===== config.mk =====
export PLATFORM = sky130hd
export DESIGN_NAME = load_align_unit
export DESIGN_NICKNAME = d
export VERILOG_FILES = /design/src/rtl/load_align_unit.sv
export SDC_FILE = /design/constraint.sdc
export NUM_CORES = 1
export LEC_CHECK = 0
export ABC_AREA = 1
export BUFFER_PORTS_ARGS = -buffer_cell sky130_fd_sc_hd__buf_2
export CAP_MARGIN = 10
export CORE_MARGIN = 1
export CORE_UTILIZATION = 25
export CTS_BUF_LIST = sky130_fd_sc_hd__clkbuf_16
export DETAILED_ROUTE_END_ITERATION = 7
export GPL_ROUTABILITY_DRIVEN = 1
export PLACE_DENSITY = 0.53
export RECOVER_POWER = 100
export REMOVE_ABC_BUFFERS = 1
export SETUP_SLACK_MARGIN = 0.5
export SLEW_MARGIN = 25
export SYNTH_ARGS = -nofsm -noshare
export SYNTH_HDL_FRONTEND = slang
export SYNTH_SLANG_ARGS = --single-unit

===== constraint.sdc =====
create_clock -name clk -period 1.61 [get_ports clk]
set_input_delay 0.0805 -clock clk [delete_from_list [all_inputs] [get_ports clk]]
set_output_delay 0.0805 -clock clk [all_outputs]
set_load 0.01 [all_outputs]

===== src/rtl/load_align_unit.sv =====
// Multi-cycle load aligner: one or two aligned memory reads, byte merge, sign/zero extension.
// Optional MISALIGN_TRAP_EN: naturally misaligned loads fault without touching memory.
module load_align_unit #(
  parameter int DATA_W = 32,
  parameter int ADDR_W = 32
) (
  input  logic              clk,
  input  logic              rst_n,
  input  logic              req_valid,
  output logic              req_ready,
  input  logic [ADDR_W-1:0] req_addr,
  input  logic [1:0]        req_size,
  input  logic              req_unsigned,
  output logic              mem_req_valid,
  input  logic              mem_req_ready,
  output logic [ADDR_W-1:0] mem_addr,
  input  logic              mem_rvalid,
  input  logic [DATA_W-1:0] mem_rdata,
  output logic              rsp_valid,
  input  logic              rsp_ready,
  output logic [DATA_W-1:0] rsp_data,
  output logic              rsp_fault
);

  localparam int BYTES = DATA_W / 8;
  localparam int OFS_W = $clog2(BYTES);

  typedef enum logic [2:0] {
    IDLE  = 3'd0,
    REQ0  = 3'd1,
    WAIT0 = 3'd2,
    REQ1  = 3'd3,
    WAIT1 = 3'd4,
    RESP  = 3'd5
  } state_t;

  state_t            state_q, state_d;
  logic              req_ready_q, req_ready_d;
  logic              mem_req_valid_q, mem_req_valid_d;
  logic [ADDR_W-1:0] mem_addr_q, mem_addr_d;
  logic              rsp_valid_q, rsp_valid_d;
  logic [DATA_W-1:0] rsp_data_q, rsp_data_d;
  logic              rsp_fault_q, rsp_fault_d;
  logic [OFS_W-1:0]  ofs_q, ofs_d;
  logic [1:0]        size_q, size_d;
  logic              uns_q, uns_d;
  logic              split_q, split_d;
  logic [DATA_W-1:0] word0_q, word0_d;

  logic [1:0]        size_s;
  logic [4:0]        nbytes_s;
  logic [OFS_W-1:0]  ofs_s;
  logic              split_s;
  logic              trap_s;
  logic [ADDR_W-1:0] aligned_s;

  // Shift the two-word window down to the addressed byte, keep N bytes, extend.
  function automatic logic [DATA_W-1:0] extend_load(
    input logic [2*DATA_W-1:0] pair,
    input logic [OFS_W-1:0]    ofs,
    input logic [1:0]          sz,
    input logic                uns
  );
    logic [DATA_W-1:0] low;
    logic [DATA_W-1:0] mask;
    logic              sign;
    low = DATA_W'(pair >> {ofs, 3'b000});
    case (sz)
      2'd0: begin mask = DATA_W'(8'hFF);         sign = low[7];        end
      2'd1: begin mask = DATA_W'(16'hFFFF);      sign = low[15];       end
      2'd2: begin mask = DATA_W'(32'hFFFF_FFFF); sign = low[31];       end
      default: begin mask = '1;                  sign = low[DATA_W-1]; end
    endcase
    sign = sign & ~uns;
    return (low & mask) | (~mask & {DATA_W{sign}});
  endfunction

  // Request decode: a dword on a 32-bit datapath degrades to a word load.
  always_comb begin
    size_s = req_size;
    if ((DATA_W == 32) && (req_size == 2'd3)) begin
      size_s = 2'd2;
    end else begin
      size_s = req_size;
    end
    nbytes_s  = 5'd1 << size_s;
    ofs_s     = req_addr[OFS_W-1:0];
    split_s   = (5'(ofs_s) + nbytes_s) > 5'(BYTES);
    aligned_s = {req_addr[ADDR_W-1:OFS_W], {OFS_W{1'b0}}};
  end

`ifdef MISALIGN_TRAP_EN
  assign trap_s = (5'(ofs_s) & (nbytes_s - 5'd1)) != 5'd0;
`else
  assign trap_s = 1'b0;
`endif

  // Next-state and next-output logic for the load sequencer.
  always_comb begin
    state_d         = state_q;
    req_ready_d     = req_ready_q;
    mem_req_valid_d = mem_req_valid_q;
    mem_addr_d      = mem_addr_q;
    rsp_valid_d     = rsp_valid_q;
    rsp_data_d      = rsp_data_q;
    rsp_fault_d     = rsp_fault_q;
    ofs_d           = ofs_q;
    size_d          = size_q;
    uns_d           = uns_q;
    split_d         = split_q;
    word0_d         = word0_q;
    case (state_q)
      IDLE: begin
        if (req_valid && req_ready_q) begin
          ofs_d       = ofs_s;
          size_d      = size_s;
          uns_d       = req_unsigned;
          split_d     = split_s;
          req_ready_d = 1'b0;
          if (trap_s) begin
            state_d     = RESP;
            rsp_valid_d = 1'b1;
            rsp_fault_d = 1'b1;
            rsp_data_d  = '0;
          end else begin
            state_d         = REQ0;
            mem_req_valid_d = 1'b1;
            mem_addr_d      = aligned_s;
            rsp_fault_d     = 1'b0;
          end
        end else begin
          state_d = IDLE;
        end
      end
      REQ0, REQ1: begin
        if (mem_req_ready) begin
          mem_req_valid_d = 1'b0;
          state_d         = (state_q == REQ0) ? WAIT0 : WAIT1;
        end else begin
          state_d = state_q;
        end
      end
      WAIT0: begin
        if (mem_rvalid) begin
          word0_d = mem_rdata;
          if (split_q) begin
            state_d         = REQ1;
            mem_req_valid_d = 1'b1;
            mem_addr_d      = mem_addr_q + ADDR_W'(BYTES);
          end else begin
            state_d     = RESP;
            rsp_valid_d = 1'b1;
            rsp_data_d  = extend_load({{DATA_W{1'b0}}, mem_rdata}, ofs_q, size_q, uns_q);
          end
        end else begin
          state_d = WAIT0;
        end
      end
      WAIT1: begin
        if (mem_rvalid) begin
          state_d     = RESP;
          rsp_valid_d = 1'b1;
          rsp_data_d  = extend_load({mem_rdata, word0_q}, ofs_q, size_q, uns_q);
        end else begin
          state_d = WAIT1;
        end
      end
      RESP: begin
        if (rsp_ready) begin
          state_d     = IDLE;
          rsp_valid_d = 1'b0;
          req_ready_d = 1'b1;
        end else begin
          state_d = RESP;
        end
      end
      default: begin
        state_d         = IDLE;
        req_ready_d     = 1'b1;
        mem_req_valid_d = 1'b0;
        rsp_valid_d     = 1'b0;
      end
    endcase
  end

  // State and registered outputs; reset abandons any load in flight.
  always_ff @(posedge clk or negedge rst_n) begin
    if (!rst_n) begin
      state_q         <= IDLE;
      req_ready_q     <= 1'b1;
      mem_req_valid_q <= 1'b0;
      mem_addr_q      <= '0;
      rsp_valid_q     <= 1'b0;
      rsp_data_q      <= '0;
      rsp_fault_q     <= 1'b0;
      ofs_q           <= '0;
      size_q          <= 2'd0;
      uns_q           <= 1'b0;
      split_q         <= 1'b0;
      word0_q         <= '0;
    end else begin
      state_q         <= state_d;
      req_ready_q     <= req_ready_d;
      mem_req_valid_q <= mem_req_valid_d;
      mem_addr_q      <= mem_addr_d;
      rsp_valid_q     <= rsp_valid_d;
      rsp_data_q      <= rsp_data_d;
      rsp_fault_q     <= rsp_fault_d;
      ofs_q           <= ofs_d;
      size_q          <= size_d;
      uns_q           <= uns_d;
      split_q         <= split_d;
      word0_q         <= word0_d;
    end
  end

  assign req_ready     = req_ready_q;
  assign mem_req_valid = mem_req_valid_q;
  assign mem_addr      = mem_addr_q;
  assign rsp_valid     = rsp_valid_q;
  assign rsp_data      = rsp_data_q;
  assign rsp_fault     = rsp_fault_q;

endmodule


==> results of run 1 <==
## layout make-up
| cell class | instances | area (um^2) | share of cell area, % |
|---|---|---|---|
| Clock inverter | 7 | 52.6 | 0.470 |
| Sequential cell | 106 | 2660 | 23.8 |
| Tap cell | 378 | 473 | 4.23 |
| Multi-Input combinational cell | 810 | 4370 | 39.0 |
| Timing Repair Buffer | 336 | 3080 | 27.5 |
| Clock buffer | 9 | 225 | 2.01 |
| Inverter | 82 | 329 | 2.94 |
## how the worst min path moves through the flow
| stage | slack, ns | from | depth (start not counted) | end |
|---|---|---|---|---|
| floorplan | -0.22 | rst_n | 0 | mem_addr[10] |
| global placement | 0.08 | rst_n | 1 | mem_addr[19] |
| detailed placement | 0.08 | rst_n | 1 | mem_addr[19] |
| CTS | 0.001 | mem_rdata[16] | 3 | word0_q[16] |
| global route | 0.01 | mem_rdata[1] | 3 | word0_q[1] |
| finish | 0.01 | mem_rdata[14] | 3 | word0_q[14] |
## metrics by stage
stage	setup WS, ns	hold WS, ns	util (%)
2_1_floorplan	-2.14	-0.215	-
3_3_place_gp	-0.187	0.0773	32.0
6_report	-0.0565	0.00951	40.4
5_1_grt	-0.155	0.0135	40.4
4_1_cts	0.00870	0.00131	37.8
3_5_place_dp	-0.201	0.0840	32.0
## timing repair
item,in CTS,in global routing
hold endpoints to repair,58,0
buffers inserted,20,13
cloned,13,6
resized for setup,150,157
setup endpoints to repair,123,126
hold buffers,33,0
pin swaps,10,19
## power by group
| part | switching (mW) | internal, mW | total [mW] |
|---|---|---|---|
| clock | 1.15 | 1.07 | 2.22 |
| combinational | 8.31 | 7.31 | 15.6 |
| sequential | 1.19 | 3.92 | 5.11 |
## flip-flops by register name, indices dropped and copies added (netlist names)
name           flops
mem_addr          30
word0_q           32
rsp_data          32
uns_q              1
split_q            1
req_ready          1
state_q            3
size_q             2
ofs_q              2
rsp_valid          1
mem_req_valid      1
## worst reg2reg max path, stage by stage (launching register included)
cell	delay (ns)
dfrtp_2	0.46
buf_8	0.17
nand2_1	0.09
nand3_2	0.09
nand2_2	0.09
nand2_2	0.07
nand4_1	0.15
buf_6	0.18
nand3_1	0.09
nand3_1	0.10
nand2_1	0.06
## cell families (layout without fill, tap and decap cells)
kind of cell             after synthesis  in the layout  share of synthesized area [%]
other                                  1              3                         0.0533
multiplexers                           2              2                          0.284
AO/OA/AOI/OAI                        205            205                           16.1
XOR/XNOR                               8              8                          0.995
adder cells (fa/ha/maj)                4              4                          0.818
buffers and inverters                142            434                           8.73
AND/OR/NAND/NOR                      588            588                           35.3
flip-flops                           106            106                           37.7
## cells in the final DEF (no fill, tap or decap), types with 5 or more instances in the layout
cell type and n:
nor2_4 11, nor2_2 6, buf_2 78, nand3_2 13, o21ai_0 39, xor2_1 7
o22ai_2 6, a21oi_2 8, nand2_1 311, a31oi_1 8, dfrtp_2 5, o21ai_1 56
o21a_1 5, nand4_1 8, nand3_1 78, dfrtp_1 100, buf_4 79, buf_8 6
o22ai_1 5, nand2_4 13, buf_12 14, o211ai_1 17, inv_1 65, clkbuf_1 40
o21ai_2 14, a21oi_1 39, buf_6 67, nand3b_1 20, inv_2 11, nor2_1 68
buf_16 12, clkbuf_16 14, dlygate4sd3_1 33, nand2_2 43
## per-layer routing
layer | share of wire [%] | global-route usage [%]
met5 | 0 | 0
met4 | 2.6 | 5.80
met3 | 7.0 | 3.31
met2 | 47 | 32.7
met1 | 43 | 26.3
==> results.sh, run 1 <==
export IMPL_start_kind="flop"
export IMPL_cts_sinks=106
export IMPL_grt_overflow=0
export IMPL_synth_top_area_share_pct=37.3
export IMPL_fin_crit_sh_pct=104
export IMPL_finalCriticalPeriod_ns=1.67
export IMPL_drtIter0Drc=636
export IMPL_finalSetupTns_ns=-0.645
export IMPL_rsz0062_at_grt="yes"
export IMPL_dpl_cell_count=1627
export IMPL_outcome="finished with violations"
export IMPL_ant_nets=0
export IMPL_grt_pass1_wl_mm=44.0
export IMPL_cts_htree_levels=3
export IMPL_worstReg2RegEnd="rsp_data[14]"
export IMPL_slew_headroom_pct=42.0
export IMPL_wire_per_inst_um=17.1
export IMPL_cts_tree="yes"
export IMPL_clockBufferDepth=2
export IMPL_port_buffers=137
export IMPL_final_area_um2=11200
export IMPL_vdd_drop_max_mv=0.831
export IMPL_required_ns=1.86
export IMPL_drc=0
export IMPL_start_util_pct=25.4
export IMPL_diodes=0
export IMPL_drive_gt1_share_pct=32.0
export IMPL_die_w_um=170
export IMPL_grt_max_degree=46
export IMPL_rows=61
export IMPL_power_total_mw=22.9
export IMPL_timing_rr_start="ofs_q[0]"
export IMPL_gp_congestion=0.933
export IMPL_hpwl_mm=18.7
export IMPL_worst_clock_skew_ns=0.0178
export IMPL_crit_slowest_cell="dfrtp_2"
export IMPL_root_buffer="clkbuf_16"
export IMPL_first_global_vias=7912
export IMPL_final_cells=1728
export IMPL_end_kind="flop"
export IMPL_ys_types=40
export IMPL_max_stage_delay_ns=0.46
export IMPL_cp_max_fo=8
export IMPL_max_freq_mhz=600
export IMPL_cts_made_buffers=9
export IMPL_ys_top_cells_by_area="dfrtp_1, nand2_1, nand3_1"
export IMPL_syn_inst=1056
export IMPL_setup_viol=31
export IMPL_worst_pin_slew_ns=0.869
export IMPL_crit_family="simple AND/OR/NAND/NOR gates"
export IMPL_worstPathArrival_ns=1.92
export IMPL_placed_cell_area_um2=8880
export IMPL_crit_cells=10
export IMPL_worstPathCellList="buf_8, nand2_1, nand3_2, nand2_2, nand2_2, nand4_1, buf_6, nand3_1, nand3_1, nand2_1"
export IMPL_synth_warnings=0
export IMPL_insertion_delay_ns=0.36
export IMPL_core_area_um2=27700
export IMPL_synth_edff_count=0
export IMPL_ys_ff_latch=106
export IMPL_synth_area_um2=7040
export IMPL_powerDensity_nw_per_um2=2050
export IMPL_rr_worst_depth=10
export IMPL_maxSlewViolCount=0
export IMPL_ff2ff_setup_slack_ns=-0.06
export IMPL_path_class="reg2reg"
export IMPL_via_per_inst=4.92
export IMPL_hp_class="in2reg"
export IMPL_die_h_um=170
export IMPL_violations="setup timing"
export IMPL_final_nets=1422
export IMPL_path_clk_slew_ns=0.08
export IMPL_dieArea_um2=28800
export IMPL_final_hold_viol_count=0
export IMPL_synth_most_common_cell="nand2_1"
export IMPL_area_growth_pct=59.0
export IMPL_antenna_found_initial=0
export IMPL_yosysSeqAreaShare_pct=37.7
export IMPL_first_pass_iters=6
export IMPL_vias=8503
export IMPL_yosysTopAreaCell="dfrtp_1"
export IMPL_fill_cells=2926
export IMPL_netlist_top_cells_count="nand2_1, dfrtp_1, nand3_1"
export IMPL_pin_count=141
export IMPL_p_leak_nw=5.20
export IMPL_synthArstFlopShare_pct=100
export IMPL_crit_path_end="rsp_data[14]"
export IMPL_startpoint="ofs_q[0]"
export IMPL_finalWirelength_mm=29.5
export IMPL_synthFlopType="dfrtp_1"
export IMPL_drv_cap=0
export IMPL_track_usage_pct=19.8
export IMPL_avgSynthCellArea_um2=6.67
export IMPL_postLayoutSetupSlackWorst_ns=-0.0565
export IMPL_path_buf_inv=2
No activity file was read; power rests on OpenSTA's default activity.
==> run 2, diff against run 1 <==
Settings changed: CAP_MARGIN 10 to 5, SETUP_SLACK_MARGIN 0.5 to unset.
==> run 2 against run 1 <==
Effect of this change: the flow still finishes with violations (setup timing); critical path type unchanged; non-clock buffer count is 26 lower; critical path depth increased by 1; global-route usage is 1.9 points lower; first-iteration DRC count is 3.1% higher; setup slack improved by 0.034 ns; core utilization down 2.8 points; via count fell by 2.8%; die area did not move; largest power group unchanged; combinational power shrank 9.6%.
==> results.sh, run 2 (synthesis gave the netlist of run 1 again) <==
export IMPL_finalWirelength_mm=28.3
export IMPL_die_h_um=170
export IMPL_power_total_mw=21.4
export IMPL_required_ns=1.92
export IMPL_final_cell_mix="nand2_1, buf_4, dfrtp_1"
export IMPL_drtIter0Drc=656
export IMPL_via_per_inst=4.86
export IMPL_root_buffer="clkbuf_16"
export IMPL_hold_depth=3
export IMPL_diodes=0
export IMPL_fill_cells=2970
export IMPL_grt_overflow=0
export IMPL_final_cells=1702
export IMPL_area_growth_pct=47.9
export IMPL_rows=61
export IMPL_die_w_um=170
export IMPL_multi_input_area_um2=4280
export IMPL_grt_max_degree=46
export IMPL_max_freq_mhz=612
export IMPL_finalCriticalPeriod_ns=1.63
export IMPL_slew_headroom_pct=41.5
export IMPL_drv_cap=0
export IMPL_hpwl_mm=18.7
export IMPL_hp_class="in2reg"
export IMPL_cts_tree="yes"
export IMPL_dieArea_um2=28800
export IMPL_insertion_delay_ns=0.36
export IMPL_powerDensity_nw_per_um2=2050
export IMPL_core_area_um2=27700
export IMPL_port_buffers=137
export IMPL_final_nets=1396
export IMPL_cts_sinks=106
export IMPL_start_util_pct=25.4
export IMPL_dp_slack_ns=-0.201
export IMPL_drc=0
export IMPL_worst_clock_skew_ns=0.0164
export IMPL_ant_nets=0
export IMPL_final_seq_area_um2=2660
export IMPL_start_kind="flop"
export IMPL_cp_max_fo=7
export IMPL_track_usage_pct=17.9
export IMPL_final_hold_viol_count=0
export IMPL_placed_cell_area_um2=8880
export IMPL_drive_gt1_share_pct=28.7
export IMPL_dpl_cell_count=1627
export IMPL_worstPathArrival_ns=1.94
export IMPL_setup_viol=8
export IMPL_outcome="finished with violations"
export IMPL_first_global_vias=7444
export IMPL_rr_worst_depth=11
export IMPL_fin_crit_sh_pct=101
export IMPL_end_kind="flop"
export IMPL_path_clk_slew_ns=0.09
export IMPL_clockBufferDepth=2
export IMPL_grt_pass1_wl_mm=40.3
export IMPL_path_class="reg2reg"
export IMPL_vdd_drop_max_mv=0.768
export IMPL_antenna_found_initial=0
export IMPL_pin_count=141
export IMPL_postLayoutSetupSlackWorst_ns=-0.0227
export IMPL_finalSetupTns_ns=-0.0848
export IMPL_utilization_pct=37.6
export IMPL_cts_made_buffers=9
export IMPL_p_leak_nw=4.83
export IMPL_rsz0062_at_grt="yes"
export IMPL_wire_per_inst_um=16.6
export IMPL_final_common_cell="nand2_1"
export IMPL_gp_congestion=0.933
export IMPL_vias=8267
export IMPL_first_pass_iters=5
export IMPL_maxSlewViolCount=0
export IMPL_cts_htree_levels=3
export IMPL_violations="setup timing"
export IMPL_fin_hold_ws_ns=0.0156
export IMPL_final_area_um2=10400
export IMPL_worst_pin_slew_ns=0.878
-- run 2: critical path, cell delays in order, from the launching register on --
cell and delay [ns]:
dfrtp_2 0.46, inv_4 0.12, buf_6 0.12, nand2_4 0.05, nand2_4 0.07, nand3_4 0.09
nand3_4 0.11, nand2_4 0.10, buf_8 0.17, a21oi_4 0.16, nand2_2 0.07, nand2_1 0.07
-- run 2: power by group --
| part | total, mW | switching (mW) | internal, mW |
|---|---|---|---|
| Clock | 2.23 | 1.16 | 1.07 |
| Combinational | 14.1 | 7.96 | 6.15 |
| Sequential | 5.02 | 1.11 | 3.91 |
-- run 2: layout make-up --
type,instances,share of cell area (%)
multi-input cells,810,41.1
flip-flops and latches,106,25.5
inverters,82,3.14
well taps,378,4.54
clock inverters,7,0.505
repair buffers,310,23.1
clock buffers,9,2.16
-- run 2: path summary, 6_finish.rpt --
check / end / from / slack [ns]
max: rsp_data[24] / ofs_q[0] / -0.02
min: word0_q[2] / mem_rdata[2] / 0.02
max reg2reg: rsp_data[24] / ofs_q[0] / -0.02
min reg2reg: word0_q[0] / word0_q[0] / 0.48
max in group asynchronous: size_q[1] / rst_n / 0.19
min in group asynchronous: mem_addr[19] / rst_n / 0.38
-- run 2: metal layers --
layer  global-route usage, %  wire (um)  vias up
met5                       0          0        -
met4                    4.11        561        0
met3                    2.87       2240       40
met2                    29.8      13300      368
met1                    24.1      12200     3871
li1                        -          -     3988
-- run 2: timing repair --
action,4_1_cts,5_1_grt
pin swaps,2,34
setup buffers,1,20
endpoints found under the setup margin,43,64
hold buffers,24,0
gates cloned,0,14
gates resized for setup,25,163
endpoints found under the hold margin,49,0
==> run 3, diff against run 2 <==
Settings changed: BUFFER_PORTS_ARGS -buffer_cell sky130_fd_sc_hd__buf_2 to unset, DONT_BUFFER_PORTS set to 1, PLACE_DENSITY 0.53 to 0.49.
==> run 3 against run 2 <==
Effect of this change: the run ends with hold timing, setup timing left; register-to-register slack worse by 0.03 ns; wire length is 5.1% lower; hold slack worse by 0.60 ns; die area unchanged; sequential power up 4%; flip-flop and latch count unchanged.
==> results.sh, run 3 (synthesis gave the netlist of run 1 again) <==
export IMPL_max_freq_mhz=601
export IMPL_cp_max_fo=8
export IMPL_pin_count=141
export IMPL_placed_cell_area_um2=8320
export IMPL_grt_pass1_wl_mm=40.5
export IMPL_area_growth_pct=39.3
export IMPL_final_hold_viol_count=106
export IMPL_path_clk_slew_ns=0.09
export IMPL_ctsHoldBuffers=64
export IMPL_clockBufferDepth=2
export IMPL_die_w_um=170
export IMPL_wire_per_inst_um=16.9
export IMPL_end_kind="flop"
export IMPL_die_h_um=170
export IMPL_finalSetupTns_ns=-0.474
export IMPL_postLayoutSetupSlackWorst_ns=-0.0531
export IMPL_finalWirelength_mm=26.9
export IMPL_drc=0
export IMPL_hp_class="in2async"
export IMPL_core_area_um2=27700
export IMPL_start_util_pct=25.4
export IMPL_drive_gt1_share_pct=20.1
export IMPL_cts_sinks=106
export IMPL_outcome="finished with violations"
export IMPL_start_kind="flop"
export IMPL_rows=61
export IMPL_antenna_found_initial=0
export IMPL_via_per_inst=4.86
export IMPL_insertion_delay_ns=0.37
export IMPL_powerDensity_nw_per_um2=2010
export IMPL_drv_cap=0
export IMPL_final_area_um2=9810
export IMPL_final_cell_mix="nand2_1, dfrtp_1, buf_4"
export IMPL_cts_made_buffers=9
export IMPL_vias=7747
export IMPL_first_pass_iters=5
export IMPL_first_global_vias=7295
export IMPL_final_nets=1288
export IMPL_maxSlewViolCount=0
export IMPL_worstPathArrival_ns=1.93
export IMPL_grt_max_degree=107
export IMPL_power_total_mw=19.7
export IMPL_diodes=0
export IMPL_path_class="reg2reg"
export IMPL_ant_nets=0
export IMPL_setup_viol=20
export IMPL_cts_tree="yes"
export IMPL_fin_hold_ws_ns=-0.587
export IMPL_cts_htree_levels=3
export IMPL_vdd_drop_max_mv=0.694
export IMPL_port_buffers=0
export IMPL_fill_cells=3008
export IMPL_required_ns=1.87
export IMPL_dieArea_um2=28800
export IMPL_track_usage_pct=18.1
export IMPL_finalCriticalPeriod_ns=1.66
export IMPL_root_buffer="clkbuf_16"
export IMPL_grt_overflow=0
export IMPL_fin_crit_sh_pct=103
export IMPL_utilization_pct=35.4
export IMPL_hpwl_mm=18.1
export IMPL_p_leak_nw=4.38
export IMPL_final_common_cell="nand2_1"
export IMPL_worst_clock_skew_ns=0.0182
export IMPL_rsz0062_at_grt="yes"
export IMPL_drtIter0Drc=508
export IMPL_gp_congestion=0.908
export IMPL_violations="hold timing, setup timing"
-- run 3: where the power goes --
group | leakage (nW) | total, mW | internal (mW) | switching, mW
registers | 1.31 | 5.20 | 3.91 | 1.30
logic | 2.92 | 12.2 | 5.09 | 7.07
clock network | 0.152 | 2.39 | 1.13 | 1.26
-- run 3: per-stage QoR --
stage / std cells / hold slack [ns] / worst slack [ns]
after global routing: 1594 / -0.599 / -0.132
after CTS: 1583 / -0.620 / -0.0152
after floorplan: 998 / -0.215 / -2.14
after global placement: 1502 / -0.207 / -0.0598
final: 1594 / -0.587 / -0.0531
after detailed placement: 1502 / -0.209 / -0.0834
-- run 3: worst paths after layout --
| check | cells past startpoint | endpoint | slack [ns] | startpoint |
|---|---|---|---|---|
| worst max-delay path | 10 | rsp_data[30] | -0.05 | ofs_q[0] |
| worst min-delay path | 0 | mem_addr[16] | -0.59 | rst_n |
| worst max register to register | 10 | rsp_data[30] | -0.05 | ofs_q[0] |
| worst min register to register | 2 | word0_q[5] | 0.48 | word0_q[5] |
| min in group clk | 4 | mem_addr[29] | 0.02 | req_addr[29] |
| max in group asynchronous | 0 | req_ready | 1.93 | rst_n |
-- run 3: metal layers --
layer | GRT usage, % | vias up | routed length, um | part of all wire [%]
li1 | - | 3767 | - | -
met1 | 23.4 | 3669 | 11500 | 43
met2 | 29.9 | 264 | 12700 | 47
met3 | 4.48 | 47 | 2120 | 7.9
met4 | 4.50 | 0 | 594 | 2.2
met5 | 0 | - | 0 | 0
-- run 3: worst max-delay path, cell delays in order, from the launching register on --
cell and delay (ns):
dfrtp_2 0.47, buf_12 0.17, nand2_4 0.07, nand3_1 0.11
nand3_1 0.12, nand3_2 0.12, nand2_4 0.12, clkbuf_16 0.18
a21oi_1 0.07, nand2_1 0.09, nand2_1 0.05
-- run 3: cell type report --
class	instances	area, um^2	area share, %
well taps	378	473	4.82
repair buffers	202	1910	19.4
inverters	82	314	3.20
flip-flops and latches	106	2660	27.1
clock inverters	7	91.3	0.931
clock buffers	9	225	2.30
multi-input cells	810	4140	42.2
-- run 3: repair_timing --
action	in CTS	in global routing
pin swaps	0	26
endpoints found under the setup margin	39	63
endpoints found under the hold margin	172	106
gates cloned	1	5
resized for setup	15	117
buffers inserted	0	6
